[config.mk]
export PLATFORM = sky130hd
export DESIGN_NAME = regfl_wr_arb
export DESIGN_NICKNAME = d
export VERILOG_FILES = /design/src/rtl/regfl_wr_arb.sv
export SDC_FILE = /design/constraint.sdc
export NUM_CORES = 1
export LEC_CHECK = 0
export ABC_AREA = 0
export BUFFER_PORTS_ARGS = -buffer_cell sky130_fd_sc_hd__buf_2
export CORE_AREA = 2 2 137 139
export CTS_BUF_LIST = sky130_fd_sc_hd__clkbuf_8
export CTS_CLUSTER_SIZE = 25
export DETAILED_ROUTE_END_ITERATION = 12
export DIE_AREA = 0 0 139 141
export PLACE_DENSITY = 0.55
export SLEW_MARGIN = 10
export SYNTH_ARGS = -nofsm -noshare
export SYNTH_HDL_FRONTEND = slang
export SYNTH_SLANG_ARGS = --single-unit
[constraint.sdc]
create_clock -name clk -period 9.5 [get_ports clk]
set_input_delay 2.85 -clock clk [delete_from_list [all_inputs] [get_ports clk]]
set_output_delay 2.85 -clock clk [all_outputs]
set_load 0.01 [all_outputs]
[src/rtl/regfl_wr_arb.sv]
// Write-port controller for the 8-entry register file: zero-fills every entry after
// reset or on clr_all, then shares the single write port among N requesters round-robin.
module regfl_wr_arb #(
  parameter int N = 4,
  parameter int W = 64,
  parameter int A = 3
) (
  input  logic             clk,
  input  logic             rst,
  input  logic [N-1:0]     req,
  input  logic [N*A-1:0]   req_idx,
  input  logic [N*W-1:0]   req_data,
  output logic [N-1:0]     gnt,
  input  logic             stall,
  input  logic             clr_all,
  output logic             init_done,
  output logic             we,
  output logic [A-1:0]     s,
  output logic [W-1:0]     d
);

  localparam int PW = (N > 1) ? $clog2(N) : 1;
  localparam logic [A-1:0] LAST_IDX = {A{1'b1}};

  typedef enum logic [0:0] {
    ST_INIT = 1'b0,
    ST_RUN  = 1'b1
  } state_t;

  state_t         state_r, state_s;
  logic [A-1:0]   cnt_r, cnt_s;
  logic [PW-1:0]  ptr_r, ptr_s;
  logic           we_s;
  logic [A-1:0]   s_s;
  logic [W-1:0]   d_s;
  logic           done_s;
  logic           gnt_vld_s;
  logic [PW-1:0]  gnt_idx_s;

  // Requester index reached by stepping off positions past base, wrapping at N.
  function automatic logic [PW-1:0] rot_idx(input logic [PW-1:0] base, input int off);
    int sum;
    sum = int'(base) + off;
    if (sum >= N) begin
      sum = sum - N;
    end else begin
      sum = sum;
    end
    return PW'(sum);
  endfunction

  // Round-robin search starting at ptr_r; first hit wins.
  always_comb begin
    gnt_vld_s = 1'b0;
    gnt_idx_s = '0;
    if (state_r == ST_RUN && !stall && !clr_all) begin
      for (int k = 0; k < N; k++) begin
        if (!gnt_vld_s && req[rot_idx(ptr_r, k)]) begin
          gnt_vld_s = 1'b1;
          gnt_idx_s = rot_idx(ptr_r, k);
        end else begin
          gnt_vld_s = gnt_vld_s;
        end
      end
    end else begin
      gnt_vld_s = 1'b0;
    end
  end

  // One-hot grant decode.
  always_comb begin
    if (gnt_vld_s) begin
      gnt = N'(1) << gnt_idx_s;
    end else begin
      gnt = '0;
    end
  end

  // Next-state and next write-port values.
  always_comb begin
    state_s = state_r;
    cnt_s   = cnt_r;
    ptr_s   = ptr_r;
    we_s    = 1'b0;
    s_s     = s;
    d_s     = d;
    done_s  = init_done;
    case (state_r)
      ST_INIT: begin
        if (clr_all) begin
          cnt_s = '0;
          we_s  = 1'b0;
        end else begin
          we_s = 1'b1;
          s_s  = cnt_r;
          d_s  = '0;
          if (cnt_r == LAST_IDX) begin
            state_s = ST_RUN;
            done_s  = 1'b1;
            cnt_s   = '0;
          end else begin
            cnt_s = cnt_r + A'(1);
          end
        end
      end
      ST_RUN: begin
        if (clr_all) begin
          state_s = ST_INIT;
          cnt_s   = '0;
          done_s  = 1'b0;
          we_s    = 1'b0;
        end else if (gnt_vld_s) begin
          we_s  = 1'b1;
          s_s   = req_idx[int'(gnt_idx_s)*A +: A];
          d_s   = req_data[int'(gnt_idx_s)*W +: W];
          ptr_s = (gnt_idx_s == PW'(N-1)) ? '0 : gnt_idx_s + PW'(1);
        end else begin
          we_s = 1'b0;
        end
      end
      default: begin
        state_s = ST_INIT;
        cnt_s   = '0;
        done_s  = 1'b0;
        we_s    = 1'b0;
      end
    endcase
  end

  // State and registered write port; reset kills any in-flight write at once.
  always_ff @(posedge clk or posedge rst) begin
    if (rst) begin
      state_r   <= ST_INIT;
      cnt_r     <= '0;
      ptr_r     <= '0;
      we        <= 1'b0;
      s         <= '0;
      d         <= '0;
      init_done <= 1'b0;
    end else begin
      state_r   <= state_s;
      cnt_r     <= cnt_s;
      ptr_r     <= ptr_s;
      we        <= we_s;
      s         <= s_s;
      d         <= d_s;
      init_done <= done_s;
    end
  end

endmodule

==> impl_metrics.csv, run 1 <==
group,metric,value,unit
run_status,run_status,"finished clean",
clocking,cts_setup_buffers,0,
clocking,ctsHoldBuffers,0,
clocking,clk_path_buf_depth,2,
synthesis,post_synth_main_area_contributors,"dfrtp_1, mux2i_1, o221ai_1",
die,row_count,50,
clocking,worst_setup_hold_path_clk_slew,0.07,ns
synthesis,area_of_the_mapped_netlist,4740,um^2
die,core_area,18300,um^2
finish,areaGrowthSynthToFinish,44.5,%
timing,worst-slew-pin-transition,0.989,ns
worst_setup_path,timing.reg2reg.worst_path_depth,6,
grt,grt_overflow,0,
worst_setup_path,worst-endpoint-arrival,4.63,ns
grt,antenna_found_initial,0,
synthesis,synth_sequential_area_ratio,39.6,%
die,die_h,141,um
synthesis,synth_cells,447,
synthesis,netlist.top_cell.by_area,"dfrtp_1",
clocking,sink_count,75,
timing,fmax,134,MHz
timing,finalCriticalPeriod,7.48,ns
pwr,power_total,0.798,mW
synthesis,synthesis.yosys.warnings,0,
hold_path,hold_path_depth,2,
clocking,clockRootBuffer,"clkbuf_8",
synthesis,synthesis.nets,729,
place,placedInstanceArea,6640,um^2
timing,final.setup.tns,0,ns
pwr,seqPwrFrac,41.4,%
routing,route.vias.total,4893,
place,dp_cells,999,
timing,timing.clock.skew,0.0156,ns
place,place_worst_setup_slack,2.02,ns
finish,final_layout_size_suffix_gt1_share,49.2,%
worst_setup_path,timing.critical_path.required,6.65,ns
timing,hold-worst-slack,0.482,ns
finish,final_cells,1014,
finish,final_area,6850,um^2
synthesis,yosys_most_used_dff,"dfrtp_1",
timing,max-slew-margin-rel,34.0,%
timing,drv_slew,0,
routing,post-route-drc-count,0,
clocking,tritoncts,"yes",
clocking,insertion_delay,0.36,ns
synthesis,asyncSetResetFlopFracSynth,100,%
hold_path,hold_path_class,"flip-flop to flip-flop",
finish,antennaDiodeCount,0,
place,hpwlAfterDp,12600,um
pwr,p_leak,3.92,nW
clocking,cts_htree_levels,3,
timing,post-route-period-util,78.7,%
routing,detail_route_antenna_nets,0,
routing,drt-initial-drc-count,143,
timing,setup_viol_count_final,0,
worst_setup_path,timing.critical_path.from_type,"input port",
pwr,combPwrFrac,24.0,%
synthesis,yosys.cell_types.count,38,
die,die_w,139,um
synthesis,post_synth_most_frequent_cells,"mux2i_1, dfrtp_1, nand2_1",
pwr,cellPowerDensity,116,nW/um^2
timing,final_ws_setup,2.02,ns
worst_setup_path,timing.critical_path.slowest_cell_delay,0.52,ns
routing,drt_pass1_iterations,4,
grt,via_count_of_the_first_global_routing_pass,4921,
synthesis,yosys.area.top_type_share,39.6,%
finish,nets,1058,
pwr,internal_power,0.574,mW
clocking,post_cts_resize_count,0,
place,numPortBuffers,348,
job,cap_viol_max_count,0,
routing,avgViaCountPerCell,4.83,
worst_setup_path,cp_max_fo,11,
worst_setup_path,worst_setup_path_end_kind,"output port",
synthesis,ys_ff_latch,75,
synthesis,yosysMostFrequentCell,"mux2i_1",
worst_setup_path,critPathKind,"input port to output port",
synthesis,number_of_synthesized_flops_with_an_enable_pin,0,
grt,grt_first_pass_wirelength,26100,um
routing,route.detailed.wl_per_inst,16.7,um
pwr,part_of_the_power_in_the_clock_network,34.6,%
die,pin_count,349,
grt,globalRouteTotalUtil,16.7,%
timing,report.final.hold_viol_count,0,
clocking,number_of_buffers_inserted_during_clock_tree_synthesis,9,
worst_setup_path,critPathSlowestCell,"or3b_2",
worst_setup_path,cp_cell_sequence,"buf_2, or3b_2, a211oi_1, nand3_1, inv_1, ha_1, and2_1, buf_2",
synthesis,post_synth.cell_area_avg,10.6,um^2
pwr,p_switching,0.224,mW
timing,rsz0062_at_grt,"no",
place,finalWeightedCongestion,0.833,
die,design.die.area,19600,um^2
routing,drt_wl_total,17000,um
grt,grt_max_degree,76,
worst_setup_path,crit_top_cell,"buf_2",
die,floorplan.initialDensity,26.0,%
finish,finalCoreUtilization,37.5,%
pwr,irDropWorstVdd,0.0000463,V
pwr,switching_share,28.0,%
[final cells by class]
class | count | area, um^2
clock inverter | 5 | 78.8
clock buffer | 10 | 138
fill | 1906 | 11400
inverter | 5 | 20.0
sequential | 75 | 1880
tap | 234 | 293
multi-input combinational | 330 | 2650
timing repair buffer | 355 | 1790
[cells in the final DEF, fill, tap and decap left out, types with 3 or more instances in the layout]
| cell type | instances |
|---|---|
| dfrtp_1 | 75 |
| a22oi_1 | 3 |
| mux2i_1 | 134 |
| inv_1 | 4 |
| clkbuf_8 | 10 |
| buf_2 | 348 |
| o21ai_0 | 4 |
| ha_1 | 6 |
| o21bai_1 | 3 |
| o221ai_1 | 65 |
| nand3_1 | 3 |
| nor2_1 | 9 |
| and2_1 | 4 |
| buf_4 | 7 |
| nor2b_1 | 3 |
| nand2_1 | 68 |
| a21oi_1 | 3 |
[sequential cells by signal (all words and copies together) (netlist names)]
signal     flops
cnt_r          3
state_r        1
we             1
d             64
ptr_r          2
init_done      1
s              3
[kinds of logic after synthesis]
family / count (synthesis) / share of synthesized area (%)
buffers and inverters: 42 / 4.83
flip-flops: 75 / 39.6
multiplexers: 135 / 28.5
adder cells (fa/ha/maj): 6 / 1.58
AND/OR/NAND/NOR: 102 / 9.89
AO/OA/AOI/OAI: 87 / 15.6
[path summary, 6_finish.rpt]
check | startpoint | end | slack, ns
min in group asynchronous | rst | d[32] | 2.78
hold reg to reg | d[18] | d[18] | 0.48
hold / removal | d[18] | d[18] | 0.48
max in group asynchronous | rst | init_done | 6.06
setup reg to reg | ptr_r[0] | d[8] | 6.75
setup / recovery | clr_all | gnt[3] | 2.02
[critical path: cells and delay by family]
kind | cells | cell delay, ns
and+or+nand+nor | 3 | 0.93
buffers and inverters | 3 | 0.48
AOI/OAI and AO/OA | 1 | 0.19
adders and majority gates | 1 | 0.16
[power groups by stage]
stage	Clock (mW)	Sequential (mW)	Combinational, mW
CTS	0.287	0.330	0.195
global placement	0	0.336	0.195
global route	0.302	0.331	0.211
finish	0.276	0.330	0.191
floorplan	0	0.337	0.110
detailed placement	0	0.336	0.195
[routing by layer]
metal | GRT usage [%] | part of all wire, % | up-vias
li1 | - | - | 2355
met1 | 20.7 | 42 | 2309
met2 | 28.5 | 49 | 208
met3 | 4.01 | 6.9 | 21
met4 | 5.64 | 1.6 | 0
met5 | 0 | 0 | -
No activity file was read; power rests on OpenSTA's default activity.
==> run 2: changes to the inputs <==
- PLACE_DENSITY: 0.55 -> 0.57
- clock period: 9.5 -> 6.4 ns (I/O delays scaled with it)
==> run 2 against run 1 <==
Effect of this change:
- count of clock-buffer cells in the layout unchanged
- register-to-register slack worse by 3.0 ns
- cell area down 0.15%
- hold slack better by 0.0039 ns
- clock skew down 0.0074 ns
- utilization down 0.055 points
- critical path type unchanged
==> impl_metrics.csv, run 2 (same netlist as run 1, synthesis figures left out) <==
group,metric,value,unit
die,die_w,139,um
die,die_h,141,um
die,design.die.area,19600,um^2
finish,final_area,6840,um^2
timing,finalCriticalPeriod,5.61,ns
timing,report.final.hold_viol_count,0,
timing,rsz0062_at_grt,"no",
finish,layout_top_registers,"d: 64 flops, cnt_r: 3 flops, s: 3 flops",
worst_setup_path,critPathKind,"input port to output port",
timing,timing.clock.skew,0.00811,ns
pwr,irDropWorstVdd,0.0000758,V
place,placedInstanceArea,6640,um^2
clocking,cts_htree_levels,3,
timing,drv_slew,0,
finish,areaGrowthSynthToFinish,44.3,%
pwr,p_leak,3.92,nW
finish,multiInputGateArea,2650,um^2
timing,max-slew-margin-rel,41.4,%
finish,final_cells,1016,
clocking,post_cts_resize_count,0,
clocking,worst_setup_hold_path_clk_slew,0.07,ns
clocking,clk_path_buf_depth,2,
die,floorplan.initialDensity,26.0,%
routing,detail_route_antenna_nets,0,
grt,grt_max_degree,68,
worst_setup_path,worst_setup_path_end_kind,"output port",
timing,worst-slew-pin-transition,0.879,ns
routing,post-route-drc-count,0,
die,row_count,50,
clocking,ctsHoldBuffers,0,
timing,post-route-period-util,87.6,%
finish,most_common_cell_after_layout_fill_and_taps_aside,"buf_2",
timing,setup_viol_count_final,0,
finish,mostFrequentLayoutCells,"buf_2, mux2i_1, dfrtp_1",
place,hpwlAfterDp,13000,um
routing,drt_pass1_iterations,4,
clocking,cts_setup_buffers,0,
routing,route.detailed.wl_per_inst,16.3,um
worst_setup_path,timing.critical_path.from_type,"input port",
grt,grt_overflow,0,
timing,hold-worst-slack,0.486,ns
place,dp_cells,999,
grt,via_count_of_the_first_global_routing_pass,5021,
clocking,insertion_delay,0.35,ns
grt,antenna_found_initial,1,
place,numPortBuffers,348,
worst_setup_path,timing.critical_path.required,4.48,ns
die,core_area,18300,um^2
finish,register_area,1880,um^2
grt,grt_first_pass_wirelength,25600,um
finish,largest_reg_flops,64,
timing,final.setup.tns,0,ns
routing,drt_wl_total,16600,um
finish,nets,1058,
hold_path,hold_path_class,"flip-flop to flip-flop",
worst_setup_path,cp_max_fo,11,
grt,globalRouteTotalUtil,16.4,%
die,pin_count,349,
finish,n_fill_cell,1884,
timing,fmax,178,MHz
clocking,tritoncts,"yes",
run_status,run_status,"finished clean",
job,cap_viol_max_count,0,
routing,avgViaCountPerCell,4.78,
worst_setup_path,worst-endpoint-arrival,3.69,ns
pwr,cellPowerDensity,168,nW/um^2
routing,route.vias.total,4861,
clocking,sink_count,75,
clocking,number_of_buffers_inserted_during_clock_tree_synthesis,9,
routing,drt-initial-drc-count,116,
finish,final_layout_size_suffix_gt1_share,49.3,%
finish,registers.top_by_ff_count,"d",
place,finalWeightedCongestion,0.798,
clocking,clockRootBuffer,"clkbuf_8",
[run 2: metrics by stage]
step | power [mW] | util (%) | setup slack [ns]
global route | 1.23 | 37.5 | 0.623
finish | 1.15 | 37.5 | 0.794
global placement | 0.785 | 36.3 | 0.790
detailed placement | 0.786 | 36.3 | 0.774
CTS | 1.18 | 37.5 | 0.776
floorplan | 0.664 | - | 1.19
[run 2: area by class of cell]
class | count | share of cell area [%]
well taps | 234 | 4.28
diodes | 1 | 0.0366
clock inverters | 6 | 0.969
repair buffers | 355 | 26.2
flip-flops and latches | 75 | 27.4
inverters | 5 | 0.293
clock buffers | 10 | 2.01
multi-input cells | 330 | 38.8
[run 2: per-layer routing]
metal | wire [um] | track usage (%) | up-vias
met2 | 8420 | 29.5 | 217
met5 | 0 | 0 | -
li1 | - | - | 2356
met4 | 132 | 4.04 | 0
met1 | 6850 | 19.4 | 2279
met3 | 1210 | 4.79 | 9
[run 2: where the power goes]
group / internal [mW] / switching [mW]
logic: 0.144 / 0.140
clock network: 0.191 / 0.188
registers: 0.482 / 0.00709
[run 2: path summary, 6_finish.rpt]
| check | cells after the start | startpoint | to | slack, ns |
|---|---|---|---|---|
| min in group asynchronous | 2 | rst | d[31] | 1.57 |
| hold reg to reg | 2 | d[46] | d[46] | 0.49 |
| max in group asynchronous | 3 | rst | init_done | 3.82 |
| setup reg to reg | 6 | ptr_r[0] | d[44] | 3.76 |
| setup / recovery | 8 | clr_all | gnt[3] | 0.79 |
| hold / removal | 2 | d[46] | d[46] | 0.49 |
[run 2: worst max-delay path: stages]
cell and delay [ns]:
buf_2 0.17, or3b_2 0.52, a211oi_1 0.18, nand3_1 0.30, inv_1 0.20, ha_1 0.16
and2_1 0.11, buf_2 0.12
==> run 3: changes to the inputs <==
- ABC_AREA: 0 -> 1
- CORE_AREA: 2 2 137 139 -> 2 2 134 136
- DIE_AREA: 0 0 139 141 -> 0 0 136 138
- PLACE_DENSITY: 0.57 -> 0.63
==> run 3 against run 2 <==
Effect of this change:
- sequential power barely moved
- cell area rose by 7.2%
- combinational power fell by 32%
- hold slack got worse by 0.013 ns
- fmax rose by 6.2%
- global-route usage rose by 3.7 points
- worst setup slack improved by 0.33 ns
- critical endpoint is now gnt[2]
==> impl_metrics.csv, run 3 <==
group,metric,value,unit
timing,rsz0062_at_grt,"no",
job,cap_viol_max_count,0,
die,row_count,49,
routing,drt-initial-drc-count,328,
place,dp_cells,1392,
clocking,insertion_delay,0.35,ns
worst_setup_path,crit_top_cell,"nand3_1",
synthesis,yosys_most_used_dff,"dfrtp_1",
pwr,p_switching,0.284,mW
synthesis,post_synth_main_area_contributors,"dfrtp_1, nand2_1, nand3_1",
clocking,clockRootBuffer,"clkbuf_8",
worst_setup_path,critPathSlowestCell,"nor2_4",
pwr,cellPowerDensity,148,nW/um^2
worst_setup_path,worst_r2r_startpoint,"ptr_r[0]",
timing,worst-slew-pin-transition,0.875,ns
clocking,cts_htree_levels,3,
finish,nets,1456,
timing,setup_viol_count_final,0,
clocking,ctsHoldBuffers,0,
pwr,irDropWorstVdd,0.0000925,V
routing,route.vias.total,6677,
timing,finalCriticalPeriod,5.28,ns
synthesis,post_synth_most_frequent_cells,"nand2_1, nand3_1, dfrtp_1",
synthesis,post_synth.cell_area_avg,6.22,um^2
clocking,tritoncts,"yes",
worst_setup_path,regToRegSetupSlack,3.21,ns
synthesis,yosys.area.top_type_share,35.0,%
routing,route.detailed.wl_per_inst,14.2,um
place,hpwlAfterDp,14900,um
synthesis,synth.mux.area_fraction,0,%
place,finalWeightedCongestion,0.871,
die,floorplan.initialDensity,30.6,%
worst_setup_path,worst-endpoint-arrival,3.36,ns
pwr,switching_share,26.2,%
die,design.die.area,18800,um^2
finish,antennaDiodeCount,0,
synthesis,post_synth_xor_area_fraction,0,%
run_status,run_status,"finished clean",
pwr,p_leak,4.50,nW
timing,final_ws_setup,1.12,ns
synthesis,ys_ff_latch,75,
hold_path,timing.hold.worst.start,"d[18]",
pwr,seqPwrFrac,44.7,%
worst_setup_path,timing.critical_path.from_type,"input port",
synthesis,synth_sequential_area_ratio,35.0,%
grt,grt_busiest_layer,"met2",
synthesis,largest_family_of_logic_cells_by_synthesized_area,"simple AND/OR/NAND/NOR gates",
finish,final_cells,1408,
grt,use_met2,35.7,%
pwr,internal_power,0.803,mW
worst_setup_path,cp_max_fo,5,
timing,final.setup.tns,0,ns
grt,via_count_of_the_first_global_routing_pass,6127,
pwr,part_of_the_power_in_the_clock_network,37.5,%
timing,report.final.hold_viol_count,0,
die,die_w,136,um
synthesis,area_of_the_mapped_netlist,5360,um^2
grt,globalRouteTotalUtil,20.2,%
grt,grt_first_pass_wirelength,30200,um
finish,largest_reg_flops,64,
grt,grt_max_degree,74,
timing,drv_slew,0,
finish,registers.top_by_ff_count,"d",
finish,layout_top_registers,"d: 64 flops, cnt_r: 3 flops, s: 3 flops",
synthesis,synthesis.yosys.warnings,0,
synthesis,asyncSetResetFlopFracSynth,100,%
clocking,clk_path_buf_depth,2,
pwr,combPwrFrac,17.8,%
timing,timing.clock.skew,0.0139,ns
synthesis,fraction_of_the_mapped_netlist_area_in_compound_gates,0.934,%
finish,mostFrequentLayoutCells,"nand2_1, buf_2, nand3_1",
routing,drt_pass1_iterations,4,
place,place_worst_setup_slack,1.13,ns
synthesis,number_of_synthesized_flops_with_an_enable_pin,0,
die,pin_count,349,
worst_setup_path,timing.critical_path.slowest_cell_delay,0.16,ns
finish,most_common_cell_after_layout_fill_and_taps_aside,"nand2_1",
synthesis,synthAdderAreaFrac,1.40,%
clocking,worst_setup_hold_path_clk_slew,0.07,ns
grt,antenna_found_initial,0,
routing,avgViaCountPerCell,4.74,
worst_setup_path,regToRegEndpoint,"d[13]",
hold_path,hold_path_class,"flip-flop to flip-flop",
synthesis,netlist.top_cell.by_area,"dfrtp_1",
synthesis,post_synth_and_or_nand_nor_area_fraction,53.2,%
grt,grt_overflow,0,
place,numPortBuffers,348,
timing,post-route-period-util,82.5,%
routing,detail_route_antenna_nets,0,
worst_setup_path,critPathLaunch,"req[1]",
worst_setup_path,worstSetupEndpoint,"gnt[2]",
die,die_h,138,um
die,core_area,17500,um^2
synthesis,synth_cells,861,
clocking,sink_count,75,
clocking,number_of_buffers_inserted_during_clock_tree_synthesis,9,
timing,max-slew-margin-rel,41.7,%
clocking,post_cts_resize_count,0,
finish,areaGrowthSynthToFinish,36.9,%
synthesis,yosysMostFrequentCell,"nand2_1",
grt,met1_track_demand_over_resource_in_global_routing,22.9,%
synthesis,synthesis.nets,1143,
grt,gr-usage-met3,4.69,%
pwr,power_total,1.09,mW
worst_setup_path,timing.critical_path.required,4.48,ns
worst_setup_path,worst_setup_path_end_kind,"output port",
timing,fmax,189,MHz
finish,final_layout_size_suffix_gt1_share,33.1,%
synthesis,yosys.cell_types.count,20,
clocking,cts_setup_buffers,0,
routing,drt_wl_total,20000,um
worst_setup_path,cp_cell_sequence,"buf_2, inv_1, nand2_1, nand3_1, nand2_1, nor2_4, nand3_1, nand3_1, nand2_2, inv_2, ha_1, inv_1, nor2_1, buf_2",
worst_setup_path,timing.reg2reg.worst_path_depth,14,
routing,post-route-drc-count,0,
worst_setup_path,critPathKind,"input port to output port",
## run 3: worst min path at each step
stage / to / slack (ns) / cells past startpoint
CTS: d[63] / 0.48 / 2
finish: d[18] / 0.47 / 2
detailed placement: d[41] / 0.46 / 2
global placement: d[22] / 0.46 / 2
global route: d[7] / 0.50 / 2
floorplan: s[0] / 0.52 / 2
## run 3: metrics by stage
step | utilization [%] | instance area, um^2 | hold slack (ns)
after CTS | 41.8 | 7330 | 0.482
after global placement | 40.6 | 7120 | 0.457
after global routing | 41.8 | 7330 | 0.497
final | 41.8 | 7330 | 0.473
after detailed placement | 40.6 | 7120 | 0.460
after floorplan | - | 5360 | 0.515
## run 3: critical path: cells and delay by family
family	cells	cell delay, ns
adder cells (fa/ha/maj)	1	0.14
buffers and inverters	5	0.44
AND/OR/NAND/NOR	8	0.86
## run 3: logic make-up (layout without fill, tap and decap cells)
| logic type | after synthesis | count (layout) |
|---|---|---|
| AND/OR/NAND/NOR | 675 | 675 |
| buffers and inverters | 95 | 413 |
| flip-flops | 75 | 75 |
| AO/OA/AOI/OAI | 10 | 10 |
| adder cells (fa/ha/maj) | 6 | 6 |
## run 3: power by group through the flow
stage / Combinational [mW] / Sequential (mW) / Clock (mW)
3_3_place_gp: 0.193 / 0.495 / 0
5_1_grt: 0.218 / 0.487 / 0.438
2_1_floorplan: 0.0848 / 0.496 / 0
3_5_place_dp: 0.194 / 0.495 / 0
6_report: 0.193 / 0.486 / 0.408
4_1_cts: 0.195 / 0.486 / 0.423
## run 3: cell type report
type,count,area (um^2)
fill,1911,10200
tap,229,287
clock inverter,6,81.3
multi-input combinational,691,2970
inverter,37,148
sequential,75,1880
timing repair buffer,360,1830
clock buffer,10,138
## run 3: per-layer routing
metal / up-vias / part of all wire, %
met1: 2979 / 40
met2: 300 / 49
li1: 3361 / -
met5: - / 0
met4: 0 / 2.9
met3: 37 / 8.4
